### src/rtl/rv32i_types_pkg.sv
// ----------------------------------------------------------------------------
// rv32i_types : shared RV32I front-end types
//
// Purpose
//   Opcode and funct3 constants, the ALU operation enum, the micro-op class
//   enum and the decode-queue entry struct. Shared by the decode queue and by
//   any later front-end stage that reuses the decoder.
//
// Contents
//   XLEN_C          native register/pc width (32)
//   OPC_*           7-bit major opcodes of the RV32I base set
//   F3_*            funct3 values for OP / OP-IMM
//   alu_op_t        4-bit ALU operation encoding
//   uop_class_t     3-bit micro-op class handed to dispatch
//   iq_entry_t      one queue slot: {pc, inst}
//   aluFromFunct3   funct3/funct7[5] -> alu_op_t
// ----------------------------------------------------------------------------
package rv32i_types;

    localparam int XLEN_C = 32;

    localparam logic [6:0] OPC_LUI    = 7'b0110111;
    localparam logic [6:0] OPC_AUIPC  = 7'b0010111;
    localparam logic [6:0] OPC_JAL    = 7'b1101111;
    localparam logic [6:0] OPC_JALR   = 7'b1100111;
    localparam logic [6:0] OPC_BRANCH = 7'b1100011;
    localparam logic [6:0] OPC_LOAD   = 7'b0000011;
    localparam logic [6:0] OPC_STORE  = 7'b0100011;
    localparam logic [6:0] OPC_OPIMM  = 7'b0010011;
    localparam logic [6:0] OPC_OP     = 7'b0110011;

    localparam logic [2:0] F3_ADDSUB = 3'b000;
    localparam logic [2:0] F3_SLL    = 3'b001;
    localparam logic [2:0] F3_SLT    = 3'b010;
    localparam logic [2:0] F3_SLTU   = 3'b011;
    localparam logic [2:0] F3_XOR    = 3'b100;
    localparam logic [2:0] F3_SR     = 3'b101;
    localparam logic [2:0] F3_OR     = 3'b110;
    localparam logic [2:0] F3_AND    = 3'b111;

    typedef enum logic [3:0] {
        ALU_ADD  = 4'd0,
        ALU_SUB  = 4'd1,
        ALU_SLL  = 4'd2,
        ALU_SLT  = 4'd3,
        ALU_SLTU = 4'd4,
        ALU_XOR  = 4'd5,
        ALU_SRL  = 4'd6,
        ALU_SRA  = 4'd7,
        ALU_OR   = 4'd8,
        ALU_AND  = 4'd9
    } alu_op_t;

    typedef enum logic [2:0] {
        UOP_ALU   = 3'd0,
        UOP_BR    = 3'd1,
        UOP_JAL   = 3'd2,
        UOP_JALR  = 3'd3,
        UOP_LD    = 3'd4,
        UOP_ST    = 3'd5,
        UOP_LUI   = 3'd6,
        UOP_AUIPC = 3'd7
    } uop_class_t;

    typedef struct packed {
        logic [XLEN_C-1:0] pc;
        logic [31:0]       inst;
    } iq_entry_t;

    // funct7[5] only matters for the add/sub and srl/sra pairs. Immediate
    // forms never subtract: on ADDI that bit belongs to the immediate.
    function automatic alu_op_t aluFromFunct3(input logic [2:0] f3,
                                              input logic       alt,
                                              input logic       isReg);
        alu_op_t result;
        case (f3)
            F3_ADDSUB: result = (alt && isReg) ? ALU_SUB : ALU_ADD;
            F3_SLL:    result = ALU_SLL;
            F3_SLT:    result = ALU_SLT;
            F3_SLTU:   result = ALU_SLTU;
            F3_XOR:    result = ALU_XOR;
            F3_SR:     result = alt ? ALU_SRA : ALU_SRL;
            F3_OR:     result = ALU_OR;
            default:   result = ALU_AND;
        endcase
        return result;
    endfunction

endpackage

### src/rtl/idu_queue_decoder.sv
// ----------------------------------------------------------------------------
// rv32i_decoder : purely combinational RV32I instruction decoder
//
// Purpose
//   Splits one raw instruction word into the fields dispatch needs. No state,
//   so it can be dropped into any front-end stage.
//
// Ports
//   i_inst      in   32  raw instruction word
//   o_uop       out  3   micro-op class
//   o_aluop     out  4   ALU operation
//   o_rs1/rs2   out  5   source registers, 0 when the format has none
//   o_rd        out  5   destination register, 0 when the format has none
//   o_rdWr      out  1   writes rd (never for x0, stores, branches, illegal)
//   o_imm       out  32  sign-extended immediate of the format
//   o_useImm    out  1   ALU operand B is the immediate
//   o_illegal   out  1   opcode outside the supported RV32I set
// ----------------------------------------------------------------------------
module rv32i_decoder
    import rv32i_types::*;
(
    input  logic [31:0] i_inst,
    output uop_class_t  o_uop,
    output alu_op_t     o_aluop,
    output logic [4:0]  o_rs1,
    output logic [4:0]  o_rs2,
    output logic [4:0]  o_rd,
    output logic        o_rdWr,
    output logic [31:0] o_imm,
    output logic        o_useImm,
    output logic        o_illegal
);

    logic [6:0]  w_opcode;
    logic [2:0]  w_funct3;
    logic        w_funct7b5;
    logic [31:0] w_immI;
    logic [31:0] w_immS;
    logic [31:0] w_immB;
    logic [31:0] w_immU;
    logic [31:0] w_immJ;
    logic        w_hasRd;

    assign w_opcode   = i_inst[6:0];
    assign w_funct3   = i_inst[14:12];
    assign w_funct7b5 = i_inst[30];

    // Immediate formats; bit 0 of B and J is always zero.
    assign w_immI = {{20{i_inst[31]}}, i_inst[31:20]};
    assign w_immS = {{20{i_inst[31]}}, i_inst[31:25], i_inst[11:7]};
    assign w_immB = {{19{i_inst[31]}}, i_inst[31], i_inst[7], i_inst[30:25], i_inst[11:8], 1'b0};
    assign w_immU = {i_inst[31:12], 12'h000};
    assign w_immJ = {{11{i_inst[31]}}, i_inst[31], i_inst[19:12], i_inst[20], i_inst[30:21], 1'b0};

    // Per-opcode field selection. Register fields default to 0 so that
    // formats without rs1/rs2/rd present clean zeros to rename.
    always_comb begin
        o_uop     = UOP_ALU;
        o_aluop   = ALU_ADD;
        o_rs1     = 5'd0;
        o_rs2     = 5'd0;
        o_imm     = 32'h0;
        o_useImm  = 1'b0;
        o_illegal = 1'b0;
        w_hasRd   = 1'b0;
        case (w_opcode)
            OPC_LUI: begin
                o_uop    = UOP_LUI;
                o_imm    = w_immU;
                o_useImm = 1'b1;
                w_hasRd  = 1'b1;
            end
            OPC_AUIPC: begin
                o_uop    = UOP_AUIPC;
                o_imm    = w_immU;
                o_useImm = 1'b1;
                w_hasRd  = 1'b1;
            end
            OPC_JAL: begin
                o_uop   = UOP_JAL;
                o_imm   = w_immJ;
                w_hasRd = 1'b1;
            end
            OPC_JALR: begin
                o_uop    = UOP_JALR;
                o_imm    = w_immI;
                o_rs1    = i_inst[19:15];
                o_useImm = 1'b1;
                w_hasRd  = 1'b1;
            end
            OPC_BRANCH: begin
                o_uop = UOP_BR;
                o_imm = w_immB;
                o_rs1 = i_inst[19:15];
                o_rs2 = i_inst[24:20];
            end
            OPC_LOAD: begin
                o_uop    = UOP_LD;
                o_imm    = w_immI;
                o_rs1    = i_inst[19:15];
                o_useImm = 1'b1;
                w_hasRd  = 1'b1;
            end
            OPC_STORE: begin
                o_uop    = UOP_ST;
                o_imm    = w_immS;
                o_rs1    = i_inst[19:15];
                o_rs2    = i_inst[24:20];
                o_useImm = 1'b1;
            end
            OPC_OPIMM: begin
                o_aluop  = aluFromFunct3(w_funct3, w_funct7b5, 1'b0);
                o_imm    = w_immI;
                o_rs1    = i_inst[19:15];
                o_useImm = 1'b1;
                w_hasRd  = 1'b1;
            end
            OPC_OP: begin
                o_aluop = aluFromFunct3(w_funct3, w_funct7b5, 1'b1);
                o_rs1   = i_inst[19:15];
                o_rs2   = i_inst[24:20];
                w_hasRd = 1'b1;
            end
            default: begin
                o_illegal = 1'b1;
            end
        endcase
    end

    assign o_rd   = w_hasRd ? i_inst[11:7] : 5'd0;
    assign o_rdWr = w_hasRd && (i_inst[11:7] != 5'd0);

endmodule

### src/rtl/idu_queue.sv
// ----------------------------------------------------------------------------
// idu_queue : decode stage of the OoO front end
//
// Purpose
//   Buffers fetched {pc, inst} pairs in a DEPTH-entry circular FIFO and
//   decodes the head entry for rename/dispatch over a valid/ready handshake.
//   Whole-queue flush on mispredict or exception.
//
// Parameters
//   DEPTH  queue entries, power of 2 and >= 2 (pointers wrap by overflow)
//   XLEN   pc/imm width, must be 32
//
// Ports
//   clk_i / rst_n_i        clock, synchronous active-low reset
//   fetch_valid_i/ready_o  fetch handshake; ready = (count < DEPTH)
//   fetch_pc_i/inst_i      incoming pc and raw instruction
//   flush_i                discard every queued entry (beats push and pop)
//   dec_valid_o/ready_i    dispatch handshake; valid = (count != 0)
//   dec_pc_o/inst_o        head pc and raw instruction
//   dec_uop_o .. dec_illegal_o  decoded head fields (see rv32i_decoder)
//   count_o                occupancy
//   redirect_o/pc_o        decode-time JAL redirect (only with macro below)
//
// Build option
//   IDU_JAL_REDIRECT_EN : popping a JAL from the head pulses redirect_o with
//   pc + J-imm and empties the queue (younger entries and any same-cycle push
//   are wrong-path). Without it the redirect ports do not exist and a JAL is
//   dispatched like any other instruction.
// ----------------------------------------------------------------------------
module idu_queue
    import rv32i_types::*;
#(
    parameter int DEPTH = 8,
    parameter int XLEN  = 32
) (
    input  logic                   clk_i,
    input  logic                   rst_n_i,
    input  logic                   fetch_valid_i,
    output logic                   fetch_ready_o,
    input  logic [XLEN-1:0]        fetch_pc_i,
    input  logic [31:0]            fetch_inst_i,
    input  logic                   flush_i,
    output logic                   dec_valid_o,
    input  logic                   dec_ready_i,
    output logic [XLEN-1:0]        dec_pc_o,
    output logic [31:0]            dec_inst_o,
    output uop_class_t             dec_uop_o,
    output alu_op_t                dec_aluop_o,
    output logic [4:0]             dec_rs1_o,
    output logic [4:0]             dec_rs2_o,
    output logic [4:0]             dec_rd_o,
    output logic                   dec_rd_wr_o,
    output logic [XLEN-1:0]        dec_imm_o,
    output logic                   dec_use_imm_o,
    output logic                   dec_illegal_o,
    output logic [$clog2(DEPTH):0] count_o
`ifdef IDU_JAL_REDIRECT_EN
    ,
    output logic                   redirect_o,
    output logic [XLEN-1:0]        redirect_pc_o
`endif
);

    localparam int PTR_W = $clog2(DEPTH);
    localparam int CNT_W = PTR_W + 1;

    iq_entry_t        r_mem [DEPTH];
    logic [PTR_W-1:0] r_wrPtr;
    logic [PTR_W-1:0] r_rdPtr;
    logic [CNT_W-1:0] r_count;

    logic       w_push;
    logic       w_pop;
    logic       w_redirect;
    iq_entry_t  w_head;
    uop_class_t w_uop;
    logic [31:0] w_imm;

    // Ready depends on occupancy only: a full queue refuses a push even when
    // dispatch drains the head in the same cycle.
    assign fetch_ready_o = (r_count < CNT_W'(DEPTH));
    assign dec_valid_o   = (r_count != '0);
    assign w_push        = fetch_valid_i && fetch_ready_o;
    assign w_pop         = dec_valid_o && dec_ready_i;
    assign count_o       = r_count;

    assign w_head     = r_mem[r_rdPtr];
    assign dec_pc_o   = w_head.pc;
    assign dec_inst_o = w_head.inst;
    assign dec_uop_o  = w_uop;
    assign dec_imm_o  = w_imm;

    rv32i_decoder u_decoder (
        .i_inst    (w_head.inst),
        .o_uop     (w_uop),
        .o_aluop   (dec_aluop_o),
        .o_rs1     (dec_rs1_o),
        .o_rs2     (dec_rs2_o),
        .o_rd      (dec_rd_o),
        .o_rdWr    (dec_rd_wr_o),
        .o_imm     (w_imm),
        .o_useImm  (dec_use_imm_o),
        .o_illegal (dec_illegal_o)
    );

`ifdef IDU_JAL_REDIRECT_EN
    // The JAL target is fully known at decode, so the front end is steered
    // as soon as the JAL leaves the queue.
    assign w_redirect    = w_pop && (w_uop == UOP_JAL);
    assign redirect_o    = w_redirect;
    assign redirect_pc_o = w_head.pc + w_imm;
`else
    assign w_redirect = 1'b0;
`endif

    // Entry storage carries no reset: entries are only observed through the
    // pointers, which are reset. Writing a slot during flush is harmless.
    always_ff @(posedge clk_i) begin
        if (w_push) begin
            r_mem[r_wrPtr] <= '{pc: fetch_pc_i, inst: fetch_inst_i};
        end
    end

    // Pointer and occupancy bookkeeping. Flush and redirect both empty the
    // queue and override whatever push/pop happened in the same cycle.
    always_ff @(posedge clk_i) begin
        if (!rst_n_i) begin
            r_wrPtr <= '0;
            r_rdPtr <= '0;
            r_count <= '0;
        end else if (flush_i || w_redirect) begin
            r_wrPtr <= '0;
            r_rdPtr <= '0;
            r_count <= '0;
        end else begin
            if (w_push) begin
                r_wrPtr <= r_wrPtr + PTR_W'(1);
            end
            if (w_pop) begin
                r_rdPtr <= r_rdPtr + PTR_W'(1);
            end
            case ({w_push, w_pop})
                2'b10:   r_count <= r_count + CNT_W'(1);
                2'b01:   r_count <= r_count - CNT_W'(1);
                default: r_count <= r_count;
            endcase
        end
    end

endmodule
### config.mk
export PLATFORM = sky130hd
export DESIGN_NAME = idu_queue
export DESIGN_NICKNAME = d
export VERILOG_FILES = /design/src/rtl/rv32i_types_pkg.sv /design/src/rtl/idu_queue_decoder.sv /design/src/rtl/idu_queue.sv
export SDC_FILE = /design/constraint.sdc
export NUM_CORES = 1
export LEC_CHECK = 0
export ABC_CLOCK_PERIOD_IN_PS = 8900
export BUFFER_PORTS_ARGS = -buffer_cell sky130_fd_sc_hd__buf_2
export CORE_MARGIN = 8
export CORE_UTILIZATION = 43
export DETAILED_ROUTE_END_ITERATION = 8
export PLACE_DENSITY = 0.65
export SLEW_MARGIN = 20
export SYNTH_ARGS = -nofsm -noshare
export SYNTH_HDL_FRONTEND = slang
export SYNTH_HIERARCHICAL = 1
export SYNTH_SLANG_ARGS = --single-unit
export TNS_END_PERCENT = 50
### constraint.sdc
create_clock -name clk_i -period 8.9 [get_ports clk_i]
set_input_delay 0 -clock clk_i [delete_from_list [all_inputs] [get_ports clk_i]]
set_output_delay 0 -clock clk_i [all_outputs]
set_load 0.005 [all_outputs]
==> impl_table.tex <==
\begin{tabular}{lr}
\hline
Metric & Value \\
\hline
\multicolumn{2}{l}{\textbf{Synth}} \\
Most area-consuming cells after synthesis & edfxtp\_1, mux4\_2, mux2\_2 \\
Post-Synthesis Mean Instance Area & 21.7 um\^{}2 \\
Flip-flop and latch count after synthesis & 525 \\
Synthesized netlist cell count & 955 \\
Warnings from Yosys & 6 \\
Post-Syn Nets & 1,029 \\
Post-synthesis cell area & 0.0208 mm\^{}2 \\
Number of flops mapped to enable cells by yosys & 512 \\
Most used flip-flop cell after synthesis & edfxtp\_1 \\
Number of unique standard cell types used by synthesis & 53 \\
Largest area contributor in the synthesized netlist & edfxtp\_1 \\
Portion of the post-synthesis area used by sequential elements & 0.753 \\
Fraction of post-synthesis cell area in the top cell type by area & 0.741 \\
Post-synthesis async set-or-reset flop share & 0 \\
\multicolumn{2}{l}{\textbf{Worst setup path}} \\
End of the worst register-to-register path & r\_mem[7][46] \\
Worst R2R Setup Slack & 5.68 ns \\
Type of origin of the critical path & flip-flop \\
Cell count of the worst reg-to-reg path & 4 \\
Sort of element at the end of the critical path & output pin \\
Worst reg2reg path startpoint & count\_o[3] \\
Critical Path RT & 8.90 ns \\
Arr. time, crit path & 4.34 ns \\
Class of the most critical setup path & flip-flop to output pin \\
Largest fanout on the critical path & 92 \\
\multicolumn{2}{l}{\textbf{Timing}} \\
Count of final hold-check violations & 0 \\
Final min period & 4.34 ns \\
Tcrit/Tclk final & 0.487 \\
Final setup TNS & 0 ns \\
Post-route clock skew & 0.0194 ns \\
Max-slew headroom & 0.274 \\
Slew at the pin with the worst max-slew slack & 1.09 ns \\
Number of pins exceeding their max-slew limit in the final report & 0 \\
Setup repair after global routing missed its margin & false \\
Maximum achievable frequency & 231 MHz \\
Setup Viol. Count Final & 0 \\
\multicolumn{2}{l}{\textbf{Placement}} \\
Weighted congestion reported at the end of routability-driven placement & 0.762 \\
DP Wirelength & 25,700 um \\
Inst Count DP & 1,733 \\
Count of buffers inserted at the top-level ports & 195 \\
\multicolumn{2}{l}{\textbf{Min path}} \\
Hold Path Stages & 3 \\
Startpoint of the most critical hold path & flush\_i \\
Hold Path Class & input pin to flip-flop \\
Terminating pin of the worst hold path & count\_o[3] \\
\multicolumn{2}{l}{\textbf{Floorplan}} \\
Starting density of the core & 0.435 \\
Vertical die dimension & 236 um \\
Width of the die & 236 um \\
Cell row count & 80 \\
Core Footprint & 0.0477 mm\^{}2 \\
Die ar. & 0.0556 mm\^{}2 \\
Ports & 196 \\
\multicolumn{2}{l}{\textbf{Final layout}} \\
Final layout net count & 1,312 \\
Ratio of cells with drive above 1 in the final layout & 0.386 \\
Layout Cells excl Fill & 1,899 \\
Area of the multi-input gates & 0.00485 mm\^{}2 \\
Register area & 0.0156 mm\^{}2 \\
Fillcell total & 3,760 \\
Layout-stage area growth over the synthesis result & 19.4\% \\
\multicolumn{2}{l}{\textbf{Status}} \\
Result of the run & finished, final reports clean \\
\multicolumn{2}{l}{\textbf{Clock network}} \\
Maximum root-to-sink buffer count & 3 \\
Clock-pin slew on the worst setup and hold paths & 0.06 ns \\
CTS tree & built \\
Number of sinks driven by the clock tree & 525 \\
H-tree depth & 2 \\
Root buf cell & clkbuf\_16 \\
Resize count post-CTS & 0 \\
Source-to-sink clock delay at the later pin of the worst-skew pair & 0.59 ns \\
Post-CTS Setup Repair Bufs & 0 \\
TritonCTS Buffers & 52 \\
CTS Hold Buffers Added & 66 \\
\multicolumn{2}{l}{\textbf{Routing}} \\
Routed length on met1 & 20,000 um \\
Detailed-route wire length per cell & 24.2 um \\
Routed WL & 45,900 um \\
Vias per std cell & 5.45 \\
Uppermost routed layer & met5 \\
Total met2 wirelength after detailed routing & 22,100 um \\
Post-detailed-route DRC marker count & 0 \\
Routed length on met3 & 3000 um \\
Remaining antenna violation count after routing & 0 \\
Via count of the routed design & 10.4k \\
First-pass detailed-route iteration total & 5 \\
First DRT Iteration DRCs & 726 \\
\multicolumn{2}{l}{\textbf{Power}} \\
Leak pwr & 8.25 nW \\
VDD IR max & 0.176 mV \\
Ratio of total power to cell area & 210 mW/mm\^{}2 \\
\multicolumn{2}{l}{\textbf{GRT}} \\
Largest net degree at the start of global routing & 93 \\
Overall track demand over capacity in global routing & 0.163 \\
Antenna violations before repair & 4 \\
Global route overflow & 0 \\
First-pass GRT wire length & 69,400 um \\
Vias in the first global route & 11.1k \\
\multicolumn{2}{l}{\textbf{Flow run}} \\
Max-cap violation count & 0 \\
\hline
\end{tabular}
==> layer usage <==
metal,vias up,GRT usage
met5,-,0
met4,2,0.0337
met2,289,0.266
met3,58,0.0468
met1,5447,0.216
li1,4562,-
==> power by group <==
group	leakage (nW)	total [mW]	switching [mW]	internal, mW
combinational	2.66	0.260	0.140	0.119
sequential	4.76	2.76	0.0116	2.75
clock	0.828	2.20	0.898	1.30
total	8.25	5.22	1.05	4.17
==> cells in the final DEF (no fill, tap or decap), types with 3 or more instances in the layout <==
cell type	synthesis	final
edfxtp_1	512	512
buf_2	9	195
mux4_2	128	128
dlygate4sd3_1	0	66
mux2_2	64	64
clkbuf_16	0	52
nand3_1	22	22
and2_1	17	17
buf_4	3	16
nor2_1	21	15
nand2_1	12	12
clkinv_1	0	12
a21oi_1	11	11
a21o_1	10	10
clkbuf_1	15	10
dfxtp_1	13	10
clkinv_2	0	8
bufinv_16	0	8
nor3b_1	8	8
nand2b_1	7	7
inv_1	6	6
nor2_4	0	6
xor2_1	5	5
o21ai_0	5	5
ha_1	5	5
and3_1	5	5
diode_2	0	4
nor2b_1	4	4
nand3b_1	4	4
clkinvlp_4	0	4
a22o_1	4	4
mux2i_1	3	3
dfxtp_4	0	3
and3b_1	3	3
o21a_1	3	3
==> cell usage after synthesis, types with 10 or more instances <==
library cell / count
a21o_1: 10
a21oi_1: 11
and2_1: 17
buf_6: 13
clkbuf_1: 15
dfxtp_1: 13
edfxtp_1: 512
mux2_2: 64
mux4_2: 128
nand2_1: 12
nand3_1: 22
nor2_1: 21
==> cell type report <==
| class | count | area share |
|---|---|---|
| flip-flops and latches | 525 | 0.631 |
| multi-input cells | 375 | 0.196 |
| repair buffers | 278 | 0.0716 |
| clock buffers | 62 | 0.0540 |
| well taps | 615 | 0.0310 |
| clock inverters | 34 | 0.0153 |
| inverters | 6 | 0.000908 |
| diodes | 4 | 0.000404 |
==> metrics by stage <==
| stage | power, mW | hold slack [ns] | setup slack [ns] | utilization | instance area [um^2] |
|---|---|---|---|---|---|
| 2_1_floorplan | 2.94 | 0.0989 | 3.16 | - | 20800 |
| 3_3_place_gp | 3.04 | 0.266 | 5.12 | 0.469 | 22400 |
| 3_5_place_dp | 3.05 | 0.268 | 5.10 | 0.469 | 22400 |
| 4_1_cts | 5.28 | 0.0374 | 4.45 | 0.519 | 24800 |
| 5_1_grt | 5.38 | 0.0818 | 4.24 | 0.519 | 24800 |
| 6_report | 5.22 | 0.0450 | 4.56 | 0.519 | 24800 |
==> kinds of logic (layout without fill, tap and decap cells) <==
| group | count (synthesis) | after routing | synth area share |
|---|---|---|---|
| multiplexers | 195 | 195 | 0.175 |
| flip-flops | 525 | 525 | 0.753 |
| AO/OA/AOI/OAI | 48 | 48 | 0.0170 |
| XOR/XNOR | 7 | 7 | 0.00295 |
| other | 0 | 4 | 0 |
| buffers and inverters | 55 | 380 | 0.0157 |
| adder cells (fa/ha/maj) | 5 | 5 | 0.00301 |
| AND/OR/NAND/NOR | 120 | 120 | 0.0332 |
==> worst max path at each step <==
| stage | endpoint | slack [ns] | startpoint | depth (start not counted) |
|---|---|---|---|---|
| 2_1_floorplan | r_mem[0][0] | 3.16 | count_o[3] | 4 |
| 3_3_place_gp | dec_imm_o[12] | 5.12 | flip-flop | 8 |
| 3_5_place_dp | dec_imm_o[0] | 5.10 | flip-flop | 7 |
| 4_1_cts | dec_imm_o[0] | 4.45 | flip-flop | 7 |
| 5_1_grt | dec_imm_o[0] | 4.24 | flip-flop | 7 |
| 6_report | dec_imm_o[0] | 4.56 | flip-flop | 7 |
==> sequential cells by signal (all words and copies together) (netlist names), named ones only <==
signal	cells
count_o	4
r_mem	512
r_wrPtr	3
r_rdPtr	3
==> worst max-delay path, stage by stage (launching register included) <==
cell and delay (ns):
dfxtp_4 0.86, buf_12 0.66, mux4_2 0.60, mux2_2 0.41, nor2_2 0.33, or4b_1 0.50
o32ai_1 0.13, buf_2 0.17
Note: power is estimated with default switching activity, not from simulation.
